## src/rtl/nec_ir_tx_if.sv

```systemverilog
// Request channel into the NEC transmitter: {address, command} plus frame options.
// No latency of its own; it only bundles the request wires.
// The request is held by the master until it sees tx_valid && tx_ready.
interface nec_ir_tx_if;
    logic        tx_valid;
    logic        tx_ready;
    logic [15:0] tx_addr;
    logic [7:0]  tx_cmd;
    logic        tx_ext;
    logic        tx_repeat;

    modport master (
        output tx_valid,
        output tx_addr,
        output tx_cmd,
        output tx_ext,
        output tx_repeat,
        input  tx_ready
    );

    modport slave (
        input  tx_valid,
        input  tx_addr,
        input  tx_cmd,
        input  tx_ext,
        input  tx_repeat,
        output tx_ready
    );
endinterface

```

## src/rtl/nec_ir_tx.sv

```systemverilog
// NEC IR transmitter: sends a data or repeat frame with an optional 38 kHz carrier.
// The envelope starts 1 cycle after acceptance; the frame period is fixed at 192 units of 562.5 us.
// tx_ready is high only in IDLE, so a request waits until the current frame period has ended.
module nec_ir_tx #(
    parameter int CLK_FREQ_HZ = 27_000_000,
    parameter int CARRIER_HZ  = 38_000,
    parameter bit CARRIER_EN  = 1'b1
) (
    input  logic        sys_clk,
    input  logic        sys_rst,
    nec_ir_tx_if.slave  tx,
    output logic        ir_env,
    output logic        ir_out,
    output logic        busy,
    output logic        done
);

    localparam int UNIT_CYC = CLK_FREQ_HZ * 9 / 16000;
    localparam int HALF_CYC = CLK_FREQ_HZ / (2 * CARRIER_HZ);
    localparam int UW       = (UNIT_CYC > 1) ? $clog2(UNIT_CYC) : 1;
    localparam int HW       = $clog2(HALF_CYC + 1);

    localparam logic [UW-1:0] U_LAST     = UW'(UNIT_CYC - 1);
    localparam logic [UW-1:0] U_PRE      = UW'(UNIT_CYC - 2);
    localparam logic [HW-1:0] H_LAST     = HW'(HALF_CYC - 1);
    localparam logic [7:0]    TALLY_LAST = 8'd191;

    typedef enum logic [2:0] {
        S_IDLE,
        S_LEAD_MARK,
        S_LEAD_SPACE,
        S_REP_SPACE,
        S_BIT_MARK,
        S_BIT_SPACE,
        S_STOP_MARK,
        S_GAP
    } state_t;

    state_t         state;
    logic [UW-1:0]  ucnt;       // cycle within the current unit
    logic [7:0]     utally;     // units elapsed since cycle 1 of the frame
    logic [3:0]     seg_left;   // units left in the current segment, minus one
    logic [4:0]     bidx;       // index of the data bit being sent
    logic [31:0]    shreg;      // frame payload, bit 0 goes out next
    logic           rpt;
    logic           carrier;    // carrier already gated by the envelope
    logic [HW-1:0]  ph;
    logic           ready_q;

    assign tx.tx_ready = ready_q;
    // Both sources are flops, so the pin is glitch-free across state changes.
    assign ir_out = CARRIER_EN ? carrier : ir_env;

    // Frame sequencer: timebase, segment walk, envelope and gated carrier.
    always_ff @(posedge sys_clk) begin
        if (sys_rst) begin
            state    <= S_IDLE;
            ucnt     <= '0;
            utally   <= '0;
            seg_left <= '0;
            bidx     <= '0;
            shreg    <= '0;
            rpt      <= 1'b0;
            carrier  <= 1'b0;
            ph       <= '0;
            ready_q  <= 1'b1;
            ir_env   <= 1'b0;
            busy     <= 1'b0;
            done     <= 1'b0;
        end else begin
            done <= 1'b0;
            if (state == S_IDLE) begin
                if (tx.tx_valid) begin
                    shreg    <= {~tx.tx_cmd, tx.tx_cmd,
                                 (tx.tx_ext ? tx.tx_addr[15:8] : ~tx.tx_addr[7:0]),
                                 tx.tx_addr[7:0]};
                    rpt      <= tx.tx_repeat;
                    state    <= S_LEAD_MARK;
                    seg_left <= 4'd15;
                    bidx     <= '0;
                    ucnt     <= '0;
                    utally   <= '0;
                    ir_env   <= 1'b1;
                    carrier  <= 1'b1;
                    ph       <= '0;
                    busy     <= 1'b1;
                    ready_q  <= 1'b0;
                end
            end else begin
                if (ucnt == U_LAST) begin
                    ucnt   <= '0;
                    utally <= utally + 8'd1;
                end else begin
                    ucnt <= ucnt + UW'(1);
                end

                // done lands on the last cycle of the period, one cycle before IDLE
                if (utally == TALLY_LAST && ucnt == U_PRE)
                    done <= 1'b1;

                if (ir_env) begin
                    if (ph == H_LAST) begin
                        ph      <= '0;
                        carrier <= ~carrier;
                    end else begin
                        ph <= ph + HW'(1);
                    end
                end

                if (utally == TALLY_LAST && ucnt == U_LAST) begin
                    state   <= S_IDLE;
                    utally  <= '0;
                    busy    <= 1'b0;
                    ready_q <= 1'b1;
                    ir_env  <= 1'b0;
                    carrier <= 1'b0;
                end else if (ucnt == U_LAST) begin
                    if (seg_left != 4'd0) begin
                        seg_left <= seg_left - 4'd1;
                    end else begin
                        // Marks never follow marks, so every entry into a mark restarts the carrier.
                        case (state)
                            S_LEAD_MARK: begin
                                state    <= rpt ? S_REP_SPACE : S_LEAD_SPACE;
                                seg_left <= rpt ? 4'd3 : 4'd7;
                                ir_env   <= 1'b0;
                                carrier  <= 1'b0;
                            end
                            S_LEAD_SPACE, S_REP_SPACE: begin
                                state    <= (state == S_REP_SPACE) ? S_STOP_MARK : S_BIT_MARK;
                                seg_left <= 4'd0;
                                ir_env   <= 1'b1;
                                carrier  <= 1'b1;
                                ph       <= '0;
                            end
                            S_BIT_MARK: begin
                                state    <= S_BIT_SPACE;
                                seg_left <= shreg[0] ? 4'd2 : 4'd0;
                                ir_env   <= 1'b0;
                                carrier  <= 1'b0;
                            end
                            S_BIT_SPACE: begin
                                state    <= (bidx == 5'd31) ? S_STOP_MARK : S_BIT_MARK;
                                seg_left <= 4'd0;
                                bidx     <= bidx + 5'd1;
                                shreg    <= shreg >> 1;
                                ir_env   <= 1'b1;
                                carrier  <= 1'b1;
                                ph       <= '0;
                            end
                            S_STOP_MARK: begin
                                state   <= S_GAP;
                                ir_env  <= 1'b0;
                                carrier <= 1'b0;
                            end
                            default: ;
                        endcase
                    end
                end
            end
        end
    end

endmodule
```

## src/flat_wrapper.sv

```systemverilog
// flat-port wrapper written by rule: the top's interface ports become plain ports
module nec_ir_tx_flat 
#(
    parameter int CLK_FREQ_HZ = 27_000_000,
    parameter int CARRIER_HZ  = 38_000,
    parameter bit CARRIER_EN  = 1'b1
)
  (sys_clk, sys_rst, ir_env, ir_out, busy, done, tx_tx_valid, tx_tx_addr, tx_tx_cmd, tx_tx_ext, tx_tx_repeat, tx_tx_ready);
  nec_ir_tx_if tx_i ();
  input  logic sys_clk;
  input  logic sys_rst;
  output logic ir_env;
  output logic ir_out;
  output logic busy;
  output logic done;
  input wire logic [$bits(tx_i.tx_valid)-1:0] tx_tx_valid;
  input wire logic [$bits(tx_i.tx_addr)-1:0] tx_tx_addr;
  input wire logic [$bits(tx_i.tx_cmd)-1:0] tx_tx_cmd;
  input wire logic [$bits(tx_i.tx_ext)-1:0] tx_tx_ext;
  input wire logic [$bits(tx_i.tx_repeat)-1:0] tx_tx_repeat;
  output wire logic [$bits(tx_i.tx_ready)-1:0] tx_tx_ready;
  assign tx_i.tx_valid = tx_tx_valid;
  assign tx_i.tx_addr = tx_tx_addr;
  assign tx_i.tx_cmd = tx_tx_cmd;
  assign tx_i.tx_ext = tx_tx_ext;
  assign tx_i.tx_repeat = tx_tx_repeat;
  assign tx_tx_ready = tx_i.tx_ready;
  nec_ir_tx #(.CLK_FREQ_HZ(CLK_FREQ_HZ), .CARRIER_HZ(CARRIER_HZ), .CARRIER_EN(CARRIER_EN)) u_core (.sys_clk(sys_clk), .sys_rst(sys_rst), .tx(tx_i), .ir_env(ir_env), .ir_out(ir_out), .busy(busy), .done(done));
endmodule
```

## config.mk

```make
export PLATFORM = sky130hd
export DESIGN_NAME = nec_ir_tx_flat
export DESIGN_NICKNAME = d
export VERILOG_FILES = /design/src/rtl/nec_ir_tx_if.sv /design/src/rtl/nec_ir_tx.sv /design/src/flat_wrapper.sv
export SDC_FILE = /design/constraint.sdc
export NUM_CORES = 1
export LEC_CHECK = 0
export BUFFER_PORTS_ARGS = -buffer_cell sky130_fd_sc_hd__buf_2
export CAP_MARGIN = 20
export CORE_MARGIN = 2
export CORE_UTILIZATION = 50
export DETAILED_ROUTE_END_ITERATION = 8
export HOLD_SLACK_MARGIN = 0.02
export PLACE_DENSITY = 0.68
export SLEW_MARGIN = 0
export SYNTH_ARGS = -nofsm -noshare
export SYNTH_HDL_FRONTEND = slang
export SYNTH_SLANG_ARGS = --single-unit
export TNS_END_PERCENT = 10
```

## constraint.sdc

```tcl
create_clock -name sys_clk -period 3.2 [get_ports sys_clk]
set_clock_uncertainty 0.1 [all_clocks]
set_input_delay 0.96 -clock sys_clk [delete_from_list [all_inputs] [get_ports sys_clk]]
set_output_delay 0.96 -clock sys_clk [all_outputs]
set_load 0.01 [all_outputs]
```

# --- After elaboration in Yosys (flattened, before gate mapping) ---
# Index checks and enable logic that the tools add are counted.
classes:
  addsub: 5
  n_eq_ne: 15
  n_mux: 64
  bitwise: 3
  n_reduce_logical: 22
op_table:
  columns: ["operator", "n"]
  rows:
  - ["2-to-1 mux 32 bit", 6]
  - ["2-to-1 mux 9 bit", 8]
  - ["2-to-1 mux 14 bit", 3]
  - ["2-to-1 mux 8 bit", 5]
  - ["2-to-1 mux 5 bit", 6]
  - ["equality test 14 bit (second input constant)", 2]
  - ["2-to-1 mux 4 bit", 5]
  - ["2-to-1 mux 1 bit", 18]
  - ["2-to-1 mux 3 bit", 6]
  - ["inverter 8 bit", 2]
  - ["one-hot mux 3 bit (5 select lines)", 1]
  - ["adder 14 x 1 -> 14 bit (second input constant)", 1]
  - ["one-hot mux 4 bit (3 select lines)", 1]
  - ["AND reduction 4 bit", 3]
  - ["adder 9 x 1 -> 9 bit (second input constant)", 1]
  - ["equality test 3 bit (second input constant)", 3]
  - ["equality test 9 bit (second input constant)", 1]
  - ["adder 8 x 1 -> 8 bit (second input constant)", 1]
  - ["equality test 8 bit (second input constant)", 1]
  - ["nonzero test 4 bit", 2]
  - ["nonzero test 7 bit", 1]
  - ["equality test 3 x 2 -> 1 bit (second input constant)", 2]
  - ["2-to-1 mux 2 bit", 3]
  - ["AND reduction 2 bit", 3]
  - ["17 further kinds", 24]
word_totals:
  regBits: 81
  output_inout_bits: 5
  wordCells: 122

# --- Depth between registers and ports, before layout ---
depth:
  word_depth: 8
  ltp_mapped: 9
  ltp_nobuf: 7

# --- Worst setup path before layout ---
# Ideal clock, no wire load.
synth_timing:
  path_type: "reg-to-reg"
  from: "register u_core.seg_left[0]"
  to: "register u_core.shreg[1]"
  setup_time_ns: 0.136
  arrival_ns: 1.932
  required_ns: 2.964
  setup_slack_ns: 1.032
  path_stages_with_launch: 9
  n_path_buf: 1
  synth_period_minus_slack_ns: 2.168
  path_cell_list: "dfxtp_1 > inv_1 > ha_1 > nor3b_1 > nand3_1 > o31a_1 > nor2_2 > buf_2 > a311oi_2"
synth_via:
  elab_chain_len: 3
synth_rtl:
  columns: ["element", "line", "source"]
  rows:
  - ["start: declaration", "nec_ir_tx.sv:42", "logic [3:0] seg_left;"]
  - ["start signal: assignment", "nec_ir_tx.sv:119", "seg_left <= seg_left - 4'd1;"]
  - ["start signal: assignment", "nec_ir_tx.sv:125", "seg_left <= rpt ? 4'd3 : 4'd7;"]
  - ["start signal: assignment", "nec_ir_tx.sv:138", "seg_left <= shreg[0] ? 4'd2 : 4'd0;"]
  - ["nonzero test 4 bit", "nec_ir_tx.sv:118", "if (seg_left != 4'd0) begin"]
  - ["!= test 2 x 1 -> 1 bit (no line)", null, null]
  - ["AND reduction 5 bit (no line)", null, null]
  - ["end signal: assignment", "nec_ir_tx.sv:74", "shreg <= {~tx.tx_cmd, tx.tx_cmd,"]
  - ["end signal: assignment", "nec_ir_tx.sv:146", "shreg <= shreg >> 1;"]
  - ["end: declaration", "nec_ir_tx.sv:44", "logic [31:0] shreg;"]
# Every way passes these cells.
# A chain may end at the register's enable or synchronous reset.

# --- Worst setup path after layout ---
layout_timing:
  from: "register u_core.ucnt[0]"
  to: "register u_core.state[0]"
layout_via:
  elab_chain_len: 4
layout_rtl:
  columns: ["element", "line", "source"]
  rows:
  - ["start: declaration", "nec_ir_tx.sv:40", "logic [UW-1:0] ucnt;"]
  - ["start signal: assignment", "nec_ir_tx.sv:94", "ucnt <= ucnt + UW'(1);"]
  - ["equality test 14 bit (*)", "nec_ir_tx.sv:110, nec_ir_tx.sv:117", null]
  - ["logical AND 1 bit", "nec_ir_tx.sv:110", "if (utally == TALLY_LAST && ucnt == U_LAST) begin"]
  - ["nonzero test 7 bit (no line), or another cell as far along", null, null]
  - ["AND reduction 4 bit (no line) or 2-to-1 mux 3 bit (tied branches)", null, null]
  - ["end signal: assignment", "nec_ir_tx.sv:124", "state <= rpt ? S_REP_SPACE : S_LEAD_SPACE;"]
  - ["end signal: assignment", "nec_ir_tx.sv:130", "state <= (state == S_REP_SPACE) ? S_STOP_MARK : S_BIT_MARK;"]
  - ["end signal: assignment", "nec_ir_tx.sv:143", "state <= (bidx == 5'd31) ? S_STOP_MARK : S_BIT_MARK;"]
  - ["end: declaration", "nec_ir_tx.sv:39", "state_t state;"]
# Mark *: on every way between the ends. The rest lies on a longest branch, timed or not.

==> impl_metrics.env <==
export IMPL_cellPowerDensity_mw_per_mm2=530
export IMPL_cp_arrival_ps=2930
export IMPL_cts_sinks=81
export IMPL_yosysSeqAreaShare_pct=37.8
export IMPL_die_h_um=96.6
export IMPL_hold_viol=0
export IMPL_max_cap_violations=0
export IMPL_grt_antenna_before_repair=0
export IMPL_drtIter0Drc=198
export IMPL_hpwl_um=7210
export IMPL_cts_hold_fix_buffers=0
export IMPL_yosys_top_cells_count="81 x dfxtp_1, 74 x nand2_1, 52 x a21oi_1"
export IMPL_synth_area_leaders="dfxtp_1 38%, nand2_1 6.5%, a21oi_1 6.1%"
export IMPL_peakVddDrop_v=0.000232
export IMPL_slew_headroom_pct=55.3
export IMPL_dieWidth_um=96.6
export IMPL_synth_top_area_share_pct=37.8
export IMPL_synth_edff_count=0
export IMPL_ys_warnings_count=0
export IMPL_p_leak_nw=1.72
export IMPL_gr_usage_all_layers_pct=23.2
export IMPL_core_mm2=0.00826
export IMPL_r2r_cells=7
export IMPL_multi_input_area_mm2=0.00242
export IMPL_fill_cells=794
export IMPL_fin_nets=591
export IMPL_synth_cell_type_count=59
export IMPL_syn_cell_area_mm2=0.00429
export IMPL_rsz0062_at_grt="false"
export IMPL_p_seq_share_pct=45.7
export IMPL_min_delay_path_depth=2
export IMPL_max_freq_ghz=0.362
export IMPL_synthArstFlopShare_pct=0
export IMPL_setup_tns_ps=0
export IMPL_vias=4134
export IMPL_cts_tree="yes"
export IMPL_hold_path_class="reg -> reg"
export IMPL_grt_max_degree=37
export IMPL_drt_vias_per_instance=6.24
export IMPL_grt_pass1_vias=3784
export IMPL_ys_seq_elements=81
export IMPL_slew_viol_final=0
export IMPL_antenna_left=0
export IMPL_clock_latency_ps=360
export IMPL_routabilityCongestion=0.885
export IMPL_areaGrowthSynthToFinish_pct=10.7
export IMPL_clk_pin_slew_ps=90
export IMPL_fin_crit_sh_pct=86.4
export IMPL_avgSynthCellArea_um2=8.10
export IMPL_cts_repair_resized=0
export IMPL_die_area_mm2=0.00934
export IMPL_clkPwrFrac_pct=30.9
export IMPL_combPwrFrac_pct=23.4
export IMPL_startpoint_type="flop"
export IMPL_cp_required_ps=3360
export IMPL_r2r_setup_slack_ps=430
export IMPL_wl_um=10600
export IMPL_whs_ps=381
export IMPL_register_area_mm2=0.00162
export IMPL_diodes=0
export IMPL_fin_crit_ps=2770
export IMPL_route_detailed_drc=0
export IMPL_initial_core_util_pct=52.0
export IMPL_grt_pass1_wl_um=18500
export IMPL_critPathKind="reg -> reg"
export IMPL_path_max_fanout=11
export IMPL_port_buffers=33
export IMPL_yosysMostFrequentCell="dfxtp_1"
export IMPL_dr_pass1_iters=4
export IMPL_rows=33
export IMPL_cts_made_buffers=9
export IMPL_clockBufferDepth=2
export IMPL_cts_htree_levels=3
export IMPL_status="complete, no violations"
export IMPL_grt_overflow=0
export IMPL_synth_nets=569
export IMPL_synth_flop_cell="dfxtp_1"
export IMPL_post_cts_repair_setup_buffers=0
export IMPL_syn_inst=530
export IMPL_netlist_top_cell_by_area="dfxtp_1"
export IMPL_num_io_pins=34
export IMPL_avgRoutedWirePerCell_um=16.0
export IMPL_intPower_mw=1.70
export IMPL_switching_share_pct=32.6
export IMPL_setup_viol=0
export IMPL_netSwitchingPower_uw=819
export IMPL_endpoint_kind="flop"
export IMPL_cts_root_buf="clkbuf_8"
export IMPL_worst_slew_pin_slew_ps=669
export IMPL_drive_gt1_share_pct=14.9
[worst paths after layout]
kind,endpoint,from
worst max-delay path,u_core.state[0],u_core.ucnt[0]
worst min-delay path,u_core.shreg[26],u_core.shreg[26]
worst max register to register,u_core.state[0],u_core.ucnt[0]
worst min register to register,u_core.shreg[26],u_core.shreg[26]
[flip-flops by register name (all words and copies together), names as in the netlist]
name and count:
u_core.ir_env 1, u_core.ucnt 14, u_core.state 3, u_core.utally 8
u_core.tx.tx_ready 1, u_core.ph 9, u_core.busy 1, u_core.seg_left 4
u_core.rpt 1, u_core.bidx 5, u_core.ir_out 1, u_core.shreg 32
u_core.done 1
[critical path: stages, from the launching register on]
cell and delay (ps):
dfxtp_1 350, inv_1 100, ha_1 160, and3_1 160, nand4_1 540, o21ai_1 750
nand2_1 190, a221oi_1 320
[layer usage]
layer | wire length (um) | vias up | track usage [%]
li1 | - | 2050 | -
met1 | 5260 | 1975 | 34.3
met2 | 4740 | 97 | 34.3
met3 | 461 | 12 | 3.61
met4 | 142 | 0 | 8.13
met5 | 0 | - | 0
[cell usage in the layout, fill, tap and decap left out, drive strengths merged, types with 10 or more instances in the layout]
master | netlist | routed
inv | 13 | 16
a31oi | 10 | 10
dfxtp | 81 | 81
and3 | 10 | 10
nand3 | 13 | 13
o21ai | 32 | 32
nor3 | 23 | 23
clkbuf | 23 | 11
nand2 | 74 | 74
o211ai | 10 | 10
ha | 10 | 10
o2111ai | 16 | 16
nor2 | 33 | 33
a21oi | 52 | 52
buf | 20 | 54
a311oi | 24 | 24
[metrics by stage]
stage,area (um^2),setup slack (ps),instances,utilization (%),power [mW]
2_1_floorplan,4290,1030,530,-,1.60
3_3_place_gp,4550,567,646,55.1,1.74
3_5_place_dp,4550,501,646,55.1,1.76
4_1_cts,4750,460,662,57.5,2.53
5_1_grt,4750,229,662,57.5,2.67
6_report,4750,435,662,57.5,2.52
[power by group through the flow]
stage                     sequential (mW)  combinational (mW)  clock [mW]
after floorplan                      1.15               0.444           0
after global placement               1.17               0.573           0
after detailed placement             1.17               0.584           0
after CTS                            1.15               0.586       0.797
after global routing                 1.16               0.662       0.844
final                                1.15               0.588       0.777
[cells by family after synthesis]
family / Yosys count / synth area share (%)
and+or+nand+nor: 192 / 21.7
xor gates and xnor gates: 3 / 0.613
AOI/OAI and AO/OA: 182 / 29.8
DFF: 81 / 37.8
adders and majority gates: 10 / 2.92
buffers and inverters: 57 / 5.92
muxes: 5 / 1.22
[area by class of cell]
type | count | area share [%]
multi-input combinational | 392 | 50.9
clock buffer | 11 | 2.98
sequential | 81 | 34.1
clock inverter | 5 | 1.29
inverter | 14 | 1.11
tap | 105 | 2.77
timing repair buffer | 54 | 6.79
No activity file was read; power rests on OpenSTA's default activity.
